`src/rtl/tank_motion_ctrl.sv`:
```
// Per-player tank controller: frame-paced grid movement plus a fire req/ack scheduler with cooldown.
// Build option: define TANK_WRAP_EN to wrap at map edges instead of clamping.
module tank_motion_ctrl #(
    parameter int MAP_W         = 40,
    parameter int MAP_H         = 30,
    parameter int INIT_X        = 32,
    parameter int INIT_Y        = 2,
    parameter int INIT_DIR      = 0,
    parameter int MOVE_PERIOD   = 4,
    parameter int FIRE_COOLDOWN = 15
) (
    input  logic       clk,
    input  logic       rst_n,
    input  logic       i_frame_tick,
    input  logic       i_enable,
    input  logic       i_up,
    input  logic       i_down,
    input  logic       i_left,
    input  logic       i_right,
    input  logic       i_fire,
    input  logic       i_fire_ack,
    output logic [5:0] o_tank_x,
    output logic [5:0] o_tank_y,
    output logic [1:0] o_tank_dir,
    output logic       o_fire_req,
    output logic [5:0] o_fire_x,
    output logic [5:0] o_fire_y,
    output logic [1:0] o_fire_dir,
    output logic       o_cooldown
);
    localparam int MCW = (MOVE_PERIOD > 1) ? $clog2(MOVE_PERIOD) : 1;
    localparam int CCW = (FIRE_COOLDOWN > 1) ? $clog2(FIRE_COOLDOWN) : 1;
    localparam logic [MCW-1:0] MCNT_LAST = MCW'(MOVE_PERIOD - 1);
    localparam logic [CCW-1:0] COOL_INIT = CCW'(FIRE_COOLDOWN - 1);
    localparam logic [5:0]     X_MAX     = 6'(MAP_W - 1);
    localparam logic [5:0]     Y_MAX     = 6'(MAP_H - 1);
`ifdef TANK_WRAP_EN
    localparam bit WRAP = 1'b1;
`else
    localparam bit WRAP = 1'b0;
`endif

    typedef enum logic [1:0] {F_IDLE, F_REQ, F_COOL} fire_state_t;

    fire_state_t    state, state_nxt;
    logic [MCW-1:0] mcnt;
    logic [CCW-1:0] cool_cnt;
    logic           tick_en, move_tick;
    logic           want_vld;
    logic [1:0]     want_dir;
    logic [5:0]     nx, ny;
    logic           snap_ld, cool_ld, cool_dec;

    assign tick_en   = i_frame_tick & i_enable;
    assign move_tick = tick_en && (mcnt == MCNT_LAST);

    always_comb begin
        want_vld = 1'b1;
        want_dir = o_tank_dir;
        if      (i_up)    want_dir = 2'd0;
        else if (i_down)  want_dir = 2'd2;
        else if (i_left)  want_dir = 2'd3;
        else if (i_right) want_dir = 2'd1;
        else              want_vld = 1'b0;
    end

    // One-tile step in the current facing; edges clamp or wrap.
    always_comb begin
        nx = o_tank_x;
        ny = o_tank_y;
        case (o_tank_dir)
            2'd0: ny = (o_tank_y == 6'd0)  ? (WRAP ? Y_MAX : o_tank_y) : o_tank_y - 6'd1;
            2'd1: nx = (o_tank_x == X_MAX) ? (WRAP ? 6'd0  : o_tank_x) : o_tank_x + 6'd1;
            2'd2: ny = (o_tank_y == Y_MAX) ? (WRAP ? 6'd0  : o_tank_y) : o_tank_y + 6'd1;
            default: nx = (o_tank_x == 6'd0) ? (WRAP ? X_MAX : o_tank_x) : o_tank_x - 6'd1;
        endcase
    end

    always_ff @(posedge clk) begin
        if (!rst_n) begin
            mcnt       <= '0;
            o_tank_x   <= 6'(INIT_X);
            o_tank_y   <= 6'(INIT_Y);
            o_tank_dir <= 2'(INIT_DIR);
        end else begin
            if (tick_en)
                mcnt <= move_tick ? '0 : mcnt + 1'b1;
            // A differing direction costs a whole move tick to turn in place.
            if (move_tick && want_vld) begin
                if (want_dir != o_tank_dir) begin
                    o_tank_dir <= want_dir;
                end else begin
                    o_tank_x <= nx;
                    o_tank_y <= ny;
                end
            end
        end
    end

    always_comb begin
        state_nxt = state;
        snap_ld   = 1'b0;
        cool_ld   = 1'b0;
        cool_dec  = 1'b0;
        case (state)
            F_IDLE: if (tick_en && i_fire) begin
                state_nxt = F_REQ;
                snap_ld   = 1'b1;
            end
            F_REQ: if (i_fire_ack) begin
                state_nxt = F_COOL;
                cool_ld   = 1'b1;
            end
            F_COOL: if (tick_en) begin
                if (cool_cnt == '0) state_nxt = F_IDLE;
                else                cool_dec  = 1'b1;
            end
            default: state_nxt = F_IDLE;
        endcase
    end

    // Snapshot takes pre-move values since it samples the same edge as the move.
    always_ff @(posedge clk) begin
        if (!rst_n) begin
            state      <= F_IDLE;
            cool_cnt   <= '0;
            o_fire_x   <= '0;
            o_fire_y   <= '0;
            o_fire_dir <= '0;
        end else begin
            state <= state_nxt;
            if (cool_ld)       cool_cnt <= COOL_INIT;
            else if (cool_dec) cool_cnt <= cool_cnt - 1'b1;
            if (snap_ld) begin
                o_fire_x   <= o_tank_x;
                o_fire_y   <= o_tank_y;
                o_fire_dir <= o_tank_dir;
            end
        end
    end

    assign o_fire_req = (state == F_REQ);
    assign o_cooldown = (state == F_COOL);

endmodule

```
`config.mk`:
```
export PLATFORM = sky130hd
export DESIGN_NAME = tank_motion_ctrl
export DESIGN_NICKNAME = d
export VERILOG_FILES = /design/src/rtl/tank_motion_ctrl.sv
export SDC_FILE = /design/constraint.sdc
export NUM_CORES = 1
export LEC_CHECK = 0
export ABC_CLOCK_PERIOD_IN_PS = 4300
export CORE_ASPECT_RATIO = 2
export CORE_MARGIN = 2
export CORE_UTILIZATION = 55
export DETAILED_ROUTE_END_ITERATION = 12
export PLACE_DENSITY = 0.85
export SYNTH_ARGS = -nofsm -noshare
export SYNTH_HDL_FRONTEND = slang
export SYNTH_SLANG_ARGS = --single-unit
```
`constraint.sdc`:
```
create_clock -name clk -period 4.3 [get_ports clk]
set_input_delay 0.645 -clock clk [delete_from_list [all_inputs] [get_ports clk]]
set_output_delay 0.645 -clock clk [all_outputs]
set_load 0.1 [all_outputs]
```
# After elaboration in Yosys (flattened, before gate mapping)
# Index checks and enable logic that the tools add are counted.
op_classes:
  reduce_logical: 16
  n_eq_ne: 16
  muxes: 29
  bitwise: 4
  n_addsub: 6
op_table:
  columns: ["op", "count"]
  rows:
  - ["6-bit 2-to-1 mux", 4]
  - ["6-bit case mux with 2 select lines", 2]
  - ["2-bit 2-to-1 mux", 9]
  - ["6-bit by 1-bit adder with 6-bit output, second input constant", 2]
  - ["6-bit logical NOT", 2]
  - ["6-bit by 1-bit subtractor with 6-bit output, second input constant", 2]
  - ["1-bit 2-to-1 mux", 11]
  - ["2-bit != test, second input constant", 5]
  - ["5-bit AND reduction", 2]
  - ["4-bit 2-to-1 mux", 2]
  - ["2-bit == test, second input constant", 3]
  - ["6-bit by 5-bit == test with 1-bit output, second input constant", 1]
  - ["6-bit == test, second input constant", 1]
  - ["2-bit by 1-bit != test with 1-bit output, second input constant", 3]
  - ["2-bit case mux with 3 select lines", 1]
  - ["2-bit by 1-bit == test with 1-bit output, second input constant", 2]
  - ["2-bit logical NOT", 2]
  - ["4-bit logical NOT", 1]
  - ["4-bit AND reduction", 1]
  - ["2-bit nonzero test", 2]
  - ["2-bit OR reduction", 2]
  - ["4-bit by 1-bit subtractor with 4-bit output, second input constant", 1]
  - ["1-bit logical AND", 3]
  - ["1-bit inverter", 3]
  - ["4 further kinds", 4]
word_totals:
  in_bits: 10
  out_inout_bits: 30
  elab_cells: 81
  reg_bits: 36

# Longest topological paths before layout
# Gate-level depths: netlist (run 1).
depth:
  ltp_word: 7
  ltp_mapped: 11
  mapped_depth_nobuf: 9

# Worst setup path after synthesis (run 1)
# Ideal clock, no wire load.
synth_path:
  path_type: "reg2reg"
  from: "register o_tank_dir[1]"
  to: "register o_tank_y[5]"
  path_slack_ns: 1.184
  arrival_ns: 3.054
  stages_incl_launch_ff: 10
  setup_ns: 0.063
  path_cell_list: "dfxtp_1 -> buf_6 -> or2b_1 -> ha_1 -> a21o_1 -> a311o_1 -> a21oi_1 -> xnor2_1 -> or4b_1 -> nand2_1"
synth_between:
  elab_chain_cells: 7
synth_rtl:
  columns: ["item", "line_no", "source"]
  rows:
  - ["from (decl)", "24", "output logic [1:0] o_tank_dir,"]
  - ["from (signal assigned)", "84", "o_tank_dir <= 2'(INIT_DIR);"]
  - ["from (signal assigned)", "91", "o_tank_dir <= want_dir;"]
  - ["2-bit 2-to-1 mux", "63", "else if (i_right) want_dir = 2'd1;"]
  - ["2-bit 2-to-1 mux", "62", "else if (i_left) want_dir = 2'd3;"]
  - ["2-bit 2-to-1 mux", "61", "else if (i_down) want_dir = 2'd2;"]
  - ["2-bit 2-to-1 mux", "60", "if (i_up) want_dir = 2'd0;"]
  - ["2-bit != test", "90", "if (want_dir != o_tank_dir) begin"]
  - ["1-bit inverter (no line)", null, null]
  - ["5-bit AND reduction (no line)", null, null]
  - ["to (signal assigned)", "83", "o_tank_y <= 6'(INIT_Y);"]
  - ["to (signal assigned)", "94", "o_tank_y <= ny;"]
  - ["to (decl)", "23", "output logic [5:0] o_tank_y,"]
# Parallel ways exist; a longest one is shown, timed or not.
# A chain may end at the register's enable or synchronous reset.

# Final worst setup path (run 1)
layout_path:
  from: "register o_tank_dir[0]"
  to: "output o_tank_dir[0]"
# No word-level cell between the ends.

==> results of run 1 <==
==> state kept, by name, summed over array words and instances (netlist names) <==
name / count
o_fire_x: 6
o_tank_x: 6
o_tank_y: 6
o_fire_y: 6
o_tank_dir: 2
cool_cnt: 4
mcnt: 2
o_fire_dir: 2
state: 2
==> tightest hold or removal path, stage by stage, from the launching register on <==
cell and delay [ns]:
dfxtp_1 0.31, nand2_1 0.04, a21boi_0 0.07
==> power by group <==
part           internal, mW  leakage, nW  switching (mW)
Sequential            0.337        0.291         0.00234
Combinational        0.0206        0.582          0.0329
Clock                 0.131       0.0455           0.112
==> cells in the final DEF, fill, tap and decap left out, types with 3 or more instances in the layout <==
cell type	Yosys	routed
nand2_1	41	41
clkdlybuf4s50_1	0	39
dfxtp_1	36	36
a21boi_0	20	20
nor2b_1	11	11
nor2_1	11	11
a21oi_1	9	9
ha_1	9	9
mux2i_1	8	8
xnor2_1	8	8
inv_1	6	6
clkbuf_8	0	6
xor2_1	5	5
o21ai_0	5	5
nor3_1	5	5
nand3_1	4	4
and2_1	4	4
or3_1	3	3
==> final cells by class <==
class / count / area [sq um]
Timing Repair Buffer: 40 / 398
Multi-Input combinational cell: 175 / 1170
Fill cell: 269 / 953
Inverter: 6 / 22.5
Sequential cell: 36 / 721
Tap cell: 48 / 60.1
Clock buffer: 8 / 90.1
==> through the flow <==
stage          cell area (sq um)  util [%]
2_1_floorplan               1970         -
5_1_grt                     2460      72.1
3_5_place_dp                2370      69.5
3_3_place_gp                2370      69.5
4_1_cts                     2460      72.1
6_report                    2460      72.1
==> routing by layer <==
metal | part of all wire (%) | GRT usage, % | vias up
li1 | - | - | 852
met1 | 41 | 27.1 | 794
met2 | 54 | 40.0 | 37
met3 | 3.2 | 4.29 | 8
met4 | 2.0 | 11.4 | 0
met5 | 0 | 0 | -
==> cells by family after synthesis <==
kind of cell / count (synthesis)
AND/OR/NAND/NOR: 92
multiplexers: 8
adder cells (fa/ha/maj): 10
flip-flops: 36
buffers and inverters: 17
AO/OA/AOI/OAI: 52
XOR/XNOR: 13
==> path summary, 6_finish.rpt <==
| check | start | to | slack (ns) | cells past startpoint |
|---|---|---|---|---|
| setup / recovery | o_tank_dir[0]$_SDFFE_PN0P_ | o_tank_dir[0] | 1.55 | 1 |
| hold / removal | o_fire_x[4]$_SDFFE_PN0P_ | o_fire_x[4]$_SDFFE_PN0P_ | 0.46 | 2 |
| setup reg to reg | o_tank_dir[1]$_SDFFE_PN0P_ | o_tank_y[5]$_SDFFE_PN0P_ | 1.63 | 8 |
| hold reg to reg | o_fire_x[4]$_SDFFE_PN0P_ | o_fire_x[4]$_SDFFE_PN0P_ | 0.46 | 2 |
==> cells in the mapped netlist (all sizes together) <==
library cell / instances
a21boi: 21
a21o: 2
a21oi: 10
a311o: 1
and2: 4
and3: 1
buf: 3
clkbuf: 8
dfxtp: 36
fa: 1
ha: 9
inv: 6
mux2i: 8
nand2: 41
nand2b: 1
nand3: 4
nand4: 1
nor2: 11
nor2b: 11
nor3: 6
nor3b: 2
nor4: 1
nor4b: 1
o2111ai: 1
o211ai: 3
o21a: 2
o21ai: 7
o21bai: 1
o31ai: 2
o41ai: 2
or2: 2
or2b: 1
or3: 3
or4: 1
or4b: 1
xnor2: 8
xor2: 5
==> results.json, run 1 <==
{
  "dp.cells": 305,
  "finalHoldViolations": 0,
  "peakVddDrop_mv": 0.327,
  "pin_count": 40,
  "hpwl_microns": 3100,
  "dr.first_iter.drc_count": 20,
  "path_max_fanout": 10,
  "rows": 30,
  "grt.total_usage_pct": 23.6,
  "antenna_found_initial": 0,
  "ys_seq_elements": 36,
  "die_y_microns": 88.7,
  "synth_top_cell_area_share_pct": 36.5,
  "finalCriticalPeriod_ns": 2.75,
  "cts.reportedPaths.clkPinSlew_ns": 0.07,
  "diodes": 0,
  "vias_per_cell": 5.40,
  "antenna_left": 0,
  "fin_tns_setup_ns": 0,
  "crit_path_start_kind": "flip-flop",
  "cpLargestDelayFamily": "buffers and inverters",
  "synth_top_area_cell": "dfxtp_1",
  "drive_gt1_share_pct": 5.28,
  "grt_pass1_wl_microns": 7140,
  "fin_crit_sh_pct": 64.0,
  "p_per_area_nw_per_um2": 258,
  "drv_slew": 0,
  "synth-compound-area-share_pct": 19.6,
  "yosys-top-cells-area": "dfxtp_1, nand2_1, a21boi_0, ha_1, mux2i_1",
  "grt_max_degree": 23,
  "area_growth_syn_to_layout_pct": 24.7,
  "hold_class": "flip-flop to flip-flop",
  "path_cells": "clkdlybuf4s50_1",
  "final.setup.worst_slack_ns": 1.55,
  "finalSetupViolations": 0,
  "ctsResizeCount": 0,
  "place_ws_ns": 1.54,
  "synth_xor_area_share_pct": 5.77,
  "clock_latency_ns": 0.28,
  "final_nets": 284,
  "cts_setup_buffers": 0,
  "cpPeakStageDelay_ns": 1.22,
  "start_util_pct": 57.8,
  "worstMarginPinSlew_ns": 0.993,
  "max_freq_mhz": 363,
  "syn_inst": 228,
  "crit_type": "flip-flop to output port",
  "muxShareOfSynthArea_pct": 4.06,
  "max_slew_margin_pct": 33.6,
  "cts-root-buf": "clkbuf_8",
  "grt_overflow": 0,
  "total_power_uw": 635,
  "wl_microns": 4180,
  "instances_no_fill": 313,
  "synth_sequential_area_ratio_pct": 36.5,
  "clkSinkCount": 36,
  "worstPathArrival_ns": 2.11,
  "synth_top_family_by_area": "simple AND/OR/NAND/NOR gates",
  "die_area_sq_um": 4110,
  "cp_slowest_cell": "clkdlybuf4s50_1",
  "cts_tree": "yes",
  "io_buffer_count": 39,
  "skew_ns": 0.00153,
  "gp_congestion": 0.870,
  "fp.coreArea_sq_um": 3420,
  "synth_fa_ha_area_share_pct": 6.72,
  "netlist_area_sq_um": 1970,
  "grt_pass1_vias": 1624,
  "synth_nets": 248,
  "required_ns": 3.65,
  "hold_ws_ns": 0.464,
  "synth_cell_types": 45,
  "vias": 1691,
  "routedWlPerCell_microns": 13.4,
  "yosys.area_share.simple_pct": 23.1,
  "drc": 0,
  "syn_area_per_cell_sq_um": 8.66,
  "die_x_microns": 46.4,
  "crit_path_end_kind": "output port",
  "status": "completed",
  "yosys_warnings": 0,
  "numCtsBuffers": 5,
  "leakagePower_nw": 0.918,
  "rsz0062_at_grt": "no",
  "h-tree-depth": 2,
  "crit_buf_inv": 1,
  "drt_pass1_iterations": 4,
  "hold_buffers": 0,
  "drv_cap": 0,
  "clock_path_buffers": 2
}
(Power assumes the default switching activity.)
==> inputs of run 2 (changes only) <==
Settings changed: ABC_CLOCK_PERIOD_IN_PS 4300 to 2800, CORE_UTILIZATION 55 to 51, PLACE_DENSITY 0.85 to 0.79.
Clock period 4.3 ns to 2.8 ns, I/O delays scaled along.
==> results.json, run 2 (synthesis gave the netlist of run 1 again) <==
{
  "combPwrFrac_pct": 8.2,
  "max_slew_margin_pct": 63.3,
  "fin_crit_sh_pct": 87.0,
  "max_freq_mhz": 411,
  "grt_max_degree": 24,
  "peakVddDrop_mv": 0.292,
  "pin_count": 40,
  "wl_microns": 4030,
  "crit_path_end_kind": "flip-flop",
  "cts_tree": "yes",
  "fp.coreArea_sq_um": 3760,
  "diodes": 0,
  "dr.first_iter.drc_count": 13,
  "cpPeakStageDelay_ns": 0.49,
  "path_cells": "or2b_1, ha_1, and2_1, a311o_1, a21oi_1, xnor2_1, or4b_1, nand2_1",
  "fin_tns_setup_ns": 0,
  "multiInputGateArea_sq_um": 1170,
  "grt_overflow": 0,
  "antenna_left": 0,
  "grt_pass1_vias": 1564,
  "r2r_setup_slack_ns": 0.36,
  "total_power_uw": 995,
  "final_cell_mix": "nand2_1, dfxtp_1, buf_4, a21boi_0",
  "reg2reg_depth": 8,
  "vias": 1664,
  "hold_ws_ns": 0.462,
  "drc": 0,
  "cp_slowest_cell": "or4b_1",
  "cpLargestDelayFamily": "simple AND/OR/NAND/NOR gates",
  "grt.total_usage_pct": 20.2,
  "routedWlPerCell_microns": 12.7,
  "h-tree-depth": 2,
  "cts.reportedPaths.clkPinSlew_ns": 0.07,
  "die_area_sq_um": 4420,
  "r2r-end": "o_tank_y[5]$_SDFFE_PN0P_",
  "final.setup.worst_slack_ns": 0.365,
  "clock_latency_ns": 0.28,
  "clock_path_buffers": 2,
  "rsz0062_at_grt": "no",
  "finalSetupViolations": 0,
  "required_ns": 3.03,
  "ctsResizeCount": 0,
  "status": "completed",
  "crit_path_start_kind": "flip-flop",
  "drive_gt1_share_pct": 18.4,
  "skew_ns": 0.00348,
  "numCtsBuffers": 5,
  "drt_pass1_iterations": 4,
  "hold_end": "o_fire_x[0]$_SDFFE_PN0P_",
  "worstMarginPinSlew_ns": 0.549,
  "hold_path_startpoint": "o_fire_x[0]$_SDFFE_PN0P_",
  "rows": 32,
  "drv_cap": 0,
  "io_buffer_count": 39,
  "leakagePower_nw": 0.991,
  "worstPathArrival_ns": 2.66,
  "cts_setup_buffers": 0,
  "p_per_area_nw_per_um2": 412,
  "postLayoutCoreUtil_pct": 64.2,
  "die_x_microns": 48.0,
  "start_util_pct": 52.5,
  "vias_per_cell": 5.25,
  "finalCriticalPeriod_ns": 2.44,
  "place_ws_ns": 0.277,
  "hold_class": "flip-flop to flip-flop",
  "crit_buf_inv": 0,
  "area_growth_syn_to_layout_pct": 22.3,
  "drv_slew": 0,
  "path_max_fanout": 10,
  "rr_startpoint": "o_tank_dir[0]$_SDFFE_PN0P_",
  "power.internal_uw": 767,
  "critPathLaunch": "o_tank_dir[0]$_SDFFE_PN0P_",
  "hold_buffers": 0,
  "finalHoldViolations": 0,
  "pwr-share-seq_pct": 52.3,
  "antenna_found_initial": 0,
  "grt_pass1_wl_microns": 6620,
  "switching_power_uw": 228,
  "crit_type": "flip-flop to flip-flop",
  "nFillCells": 357,
  "final_common_cell": "nand2_1",
  "clkPwrFrac_pct": 39.5,
  "gp_congestion": 0.793,
  "regArea_sq_um": 723,
  "cts-root-buf": "clkbuf_8",
  "hpwl_microns": 2980,
  "clkSinkCount": 36,
  "min_path_cells": 2,
  "swShare_pct": 22.9,
  "final_nets": 286,
  "die_y_microns": 92.0
}
[run 2: area by class of cell]
class                      count  area share (%)
inverter                       6           0.933
tap                           51            2.64
clock buffer                   7            3.99
sequential                    36            29.9
multi-input combinational    175            48.5
timing repair buffer          42            14.0
[run 2: stage by stage]
step | instance area, sq um | cells
after CTS | 2410 | 317
after global routing | 2410 | 317
after global placement | 2320 | 310
final | 2410 | 317
after floorplan | 1980 | 228
after detailed placement | 2320 | 310
[run 2: worst max-delay path by stage]
stage                               endpoint  slack (ns)  cells past startpoint
floorplan           o_tank_y[5]$_SDFFE_PN0P_       0.008                      9
global placement    o_tank_x[2]$_SDFFE_PN0P_        0.34                      7
detailed placement  o_tank_x[2]$_SDFFE_PN0P_        0.28                      7
CTS                 o_tank_y[5]$_SDFFE_PN0P_        0.36                      8
global route        o_tank_y[5]$_SDFFE_PN0P_        0.25                      8
finish              o_tank_y[5]$_SDFFE_PN0P_        0.36                      8
[run 2: power by group through the flow]
stage,combinational (mW),clock [mW],sequential (mW)
after CTS,0.0825,0.401,0.520
after detailed placement,0.0821,0,0.532
final,0.0820,0.393,0.521
after global routing,0.0888,0.418,0.521
after global placement,0.0812,0,0.532
after floorplan,0.0408,0,0.543
[run 2: routing by layer]
layer	wire (microns)	GRT usage, %	vias to the layer above
met2	2030	33.6	39
met1	1770	23.8	766
li1	-	-	854
met4	63	8.33	0
met5	0	0	-
met3	170	3.54	5
[run 2: worst min-delay path: cells and delay by family, from the launching register on]
kind / cells / cell delay, ns
compound gates: 1 / 0.06
flops: 1 / 0.31
simple gates: 1 / 0.04
==> inputs of run 3 (changes only) <==
Settings changed: ABC_CLOCK_PERIOD_IN_PS 2800 to 2700.
Clock period 2.8 ns to 2.7 ns, I/O delays scaled along.
==> results.json, run 3 (synthesis gave the netlist of run 1 again) <==
{
  "status": "completed",
  "dr.first_iter.drc_count": 42,
  "top_usage_layer": "met2",
  "rr_startpoint": "o_tank_dir[1]$_SDFFE_PN0P_",
  "antenna_found_initial": 0,
  "max_freq_mhz": 404,
  "fin_crit_sh_pct": 91.6,
  "skew_ns": 0.00761,
  "grt_max_degree": 24,
  "cts_tree": "yes",
  "gr-usage-met1_pct": 29.1,
  "final_common_cell": "nand2_1",
  "finalSetupViolations": 0,
  "hold_class": "flip-flop to flip-flop",
  "cts_setup_buffers": 0,
  "cts-root-buf": "clkbuf_8",
  "diodes": 0,
  "cts.reportedPaths.clkPinSlew_ns": 0.08,
  "h-tree-depth": 2,
  "pin_count": 40,
  "gp_congestion": 0.833,
  "min_path_cells": 2,
  "drt_pass1_iterations": 4,
  "path_max_fanout": 11,
  "met3_usage_pct": 4.53,
  "finalHoldViolations": 0,
  "peakVddDrop_mv": 0.475,
  "drv_cap": 0,
  "max_slew_margin_pct": 61.4,
  "grt_pass1_wl_microns": 7250,
  "start_util_pct": 52.5,
  "hold_end": "o_fire_y[5]$_SDFFE_PN0P_",
  "clock_path_buffers": 2,
  "wl_microns": 4310,
  "r2r-end": "o_tank_y[5]$_SDFFE_PN0P_",
  "dpl-instance-area_sq_um": 2330,
  "finalCriticalPeriod_ns": 2.47,
  "hold_buffers": 0,
  "drv_slew": 0,
  "p_per_area_nw_per_um2": 450,
  "final_nets": 287,
  "grt.total_usage_pct": 22.2,
  "grt_overflow": 0,
  "fp.coreArea_sq_um": 3760,
  "reg2reg_depth": 8,
  "r2r_setup_slack_ns": 0.23,
  "crit_path_start_kind": "flip-flop",
  "worstMarginPinSlew_ns": 0.578,
  "routedWlPerCell_microns": 13.5,
  "antenna_left": 0,
  "die_x_microns": 48.0,
  "hpwl_microns": 3140,
  "clkSinkCount": 36,
  "ctsResizeCount": 0,
  "rsz0062_at_grt": "no",
  "total_power_mw": 1.10,
  "rows": 32,
  "crit_path_end_kind": "flip-flop",
  "crit_type": "flip-flop to flip-flop",
  "area_growth_syn_to_layout_pct": 23.8,
  "fin_area_sq_um": 2440,
  "final_cell_mix": "nand2_1, buf_4, dfxtp_1, a21boi_0, nor2_1",
  "drc": 0,
  "leakagePower_nw": 0.999,
  "hold_path_startpoint": "o_fire_y[5]$_SDFFE_PN0P_",
  "numCtsBuffers": 5,
  "die_area_sq_um": 4420,
  "die_y_microns": 92.0,
  "clock_latency_ns": 0.29,
  "grtUsageMet2_pct": 33.3,
  "io_buffer_count": 39,
  "required_ns": 2.94,
  "grt_pass1_vias": 1624,
  "drive_gt1_share_pct": 19.8,
  "vias": 1709,
  "worstPathArrival_ns": 2.72,
  "vias_per_cell": 5.36
}
## run 3: cell types whose count changed in the layout (fill, tap and decap cells not counted), sizes merged
cell and delta:
clkinvlp +1, clkinv +1, bufinv +1, clkbuf -2, buf +1
## run 3: layout make-up
type                       instances  area, sq um
clock inverter                     3         42.5
fill                             358         1320
tap                               51         63.8
timing repair buffer              43          345
inverter                           6         22.5
sequential                        36          727
multi-input combinational        175         1170
clock buffer                       5         68.8
## run 3: how the worst max path moves through the flow
stage | depth (start not counted) | slack (ns) | to | start
after floorplan | 7 | -0.01 | o_tank_y[5]$_SDFFE_PN0P_ | o_tank_y[3]$_SDFFE_PN0P_
after global placement | 7 | 0.28 | o_tank_x[2]$_SDFFE_PN0P_ | i_left
after detailed placement | 7 | 0.16 | o_tank_x[2]$_SDFFE_PN0P_ | i_left
after CTS | 8 | 0.22 | o_tank_y[5]$_SDFFE_PN0P_ | o_tank_dir[1]$_SDFFE_PN0P_
after global routing | 8 | 0.06 | o_tank_y[5]$_SDFFE_PN0P_ | o_tank_dir[1]$_SDFFE_PN0P_
final | 8 | 0.23 | o_tank_y[5]$_SDFFE_PN0P_ | o_tank_dir[1]$_SDFFE_PN0P_
## run 3: power by group
part	switching [mW]	total, mW	leakage [nW]	internal (mW)
logic	0.0533	0.0867	0.653	0.0334
clock network	0.201	0.474	0.0541	0.273
registers	0.00373	0.539	0.291	0.535
## run 3: critical path: stages, from the launching register on
cell and delay (ns):
dfxtp_4 0.42, or2b_1 0.32, ha_1 0.29, a21o_1 0.19
a311o_1 0.35, a21oi_1 0.19, xnor2_1 0.10, or4b_1 0.50
nand2_1 0.07
## run 3: metrics by stage
stage / std cells / hold WS [ns] / utilization, % / TNS (ns) / setup slack (ns)
floorplan: 228 / 0.447 / - / -0.0104 / -0.0104
global placement: 311 / 0.450 / 62.0 / 0 / 0.281
detailed placement: 311 / 0.459 / 62.0 / 0 / 0.156
CTS: 319 / 0.470 / 64.9 / 0 / 0.221
global route: 319 / 0.493 / 64.9 / 0 / 0.0588
finish: 319 / 0.467 / 64.9 / 0 / 0.226
## run 3: metal layers
metal  part of all wire (%)  up-vias
li1                       -      864
met1                     44      785
met2                     49       52
met3                    5.5        8
met4                    2.3        0
met5                      0        -
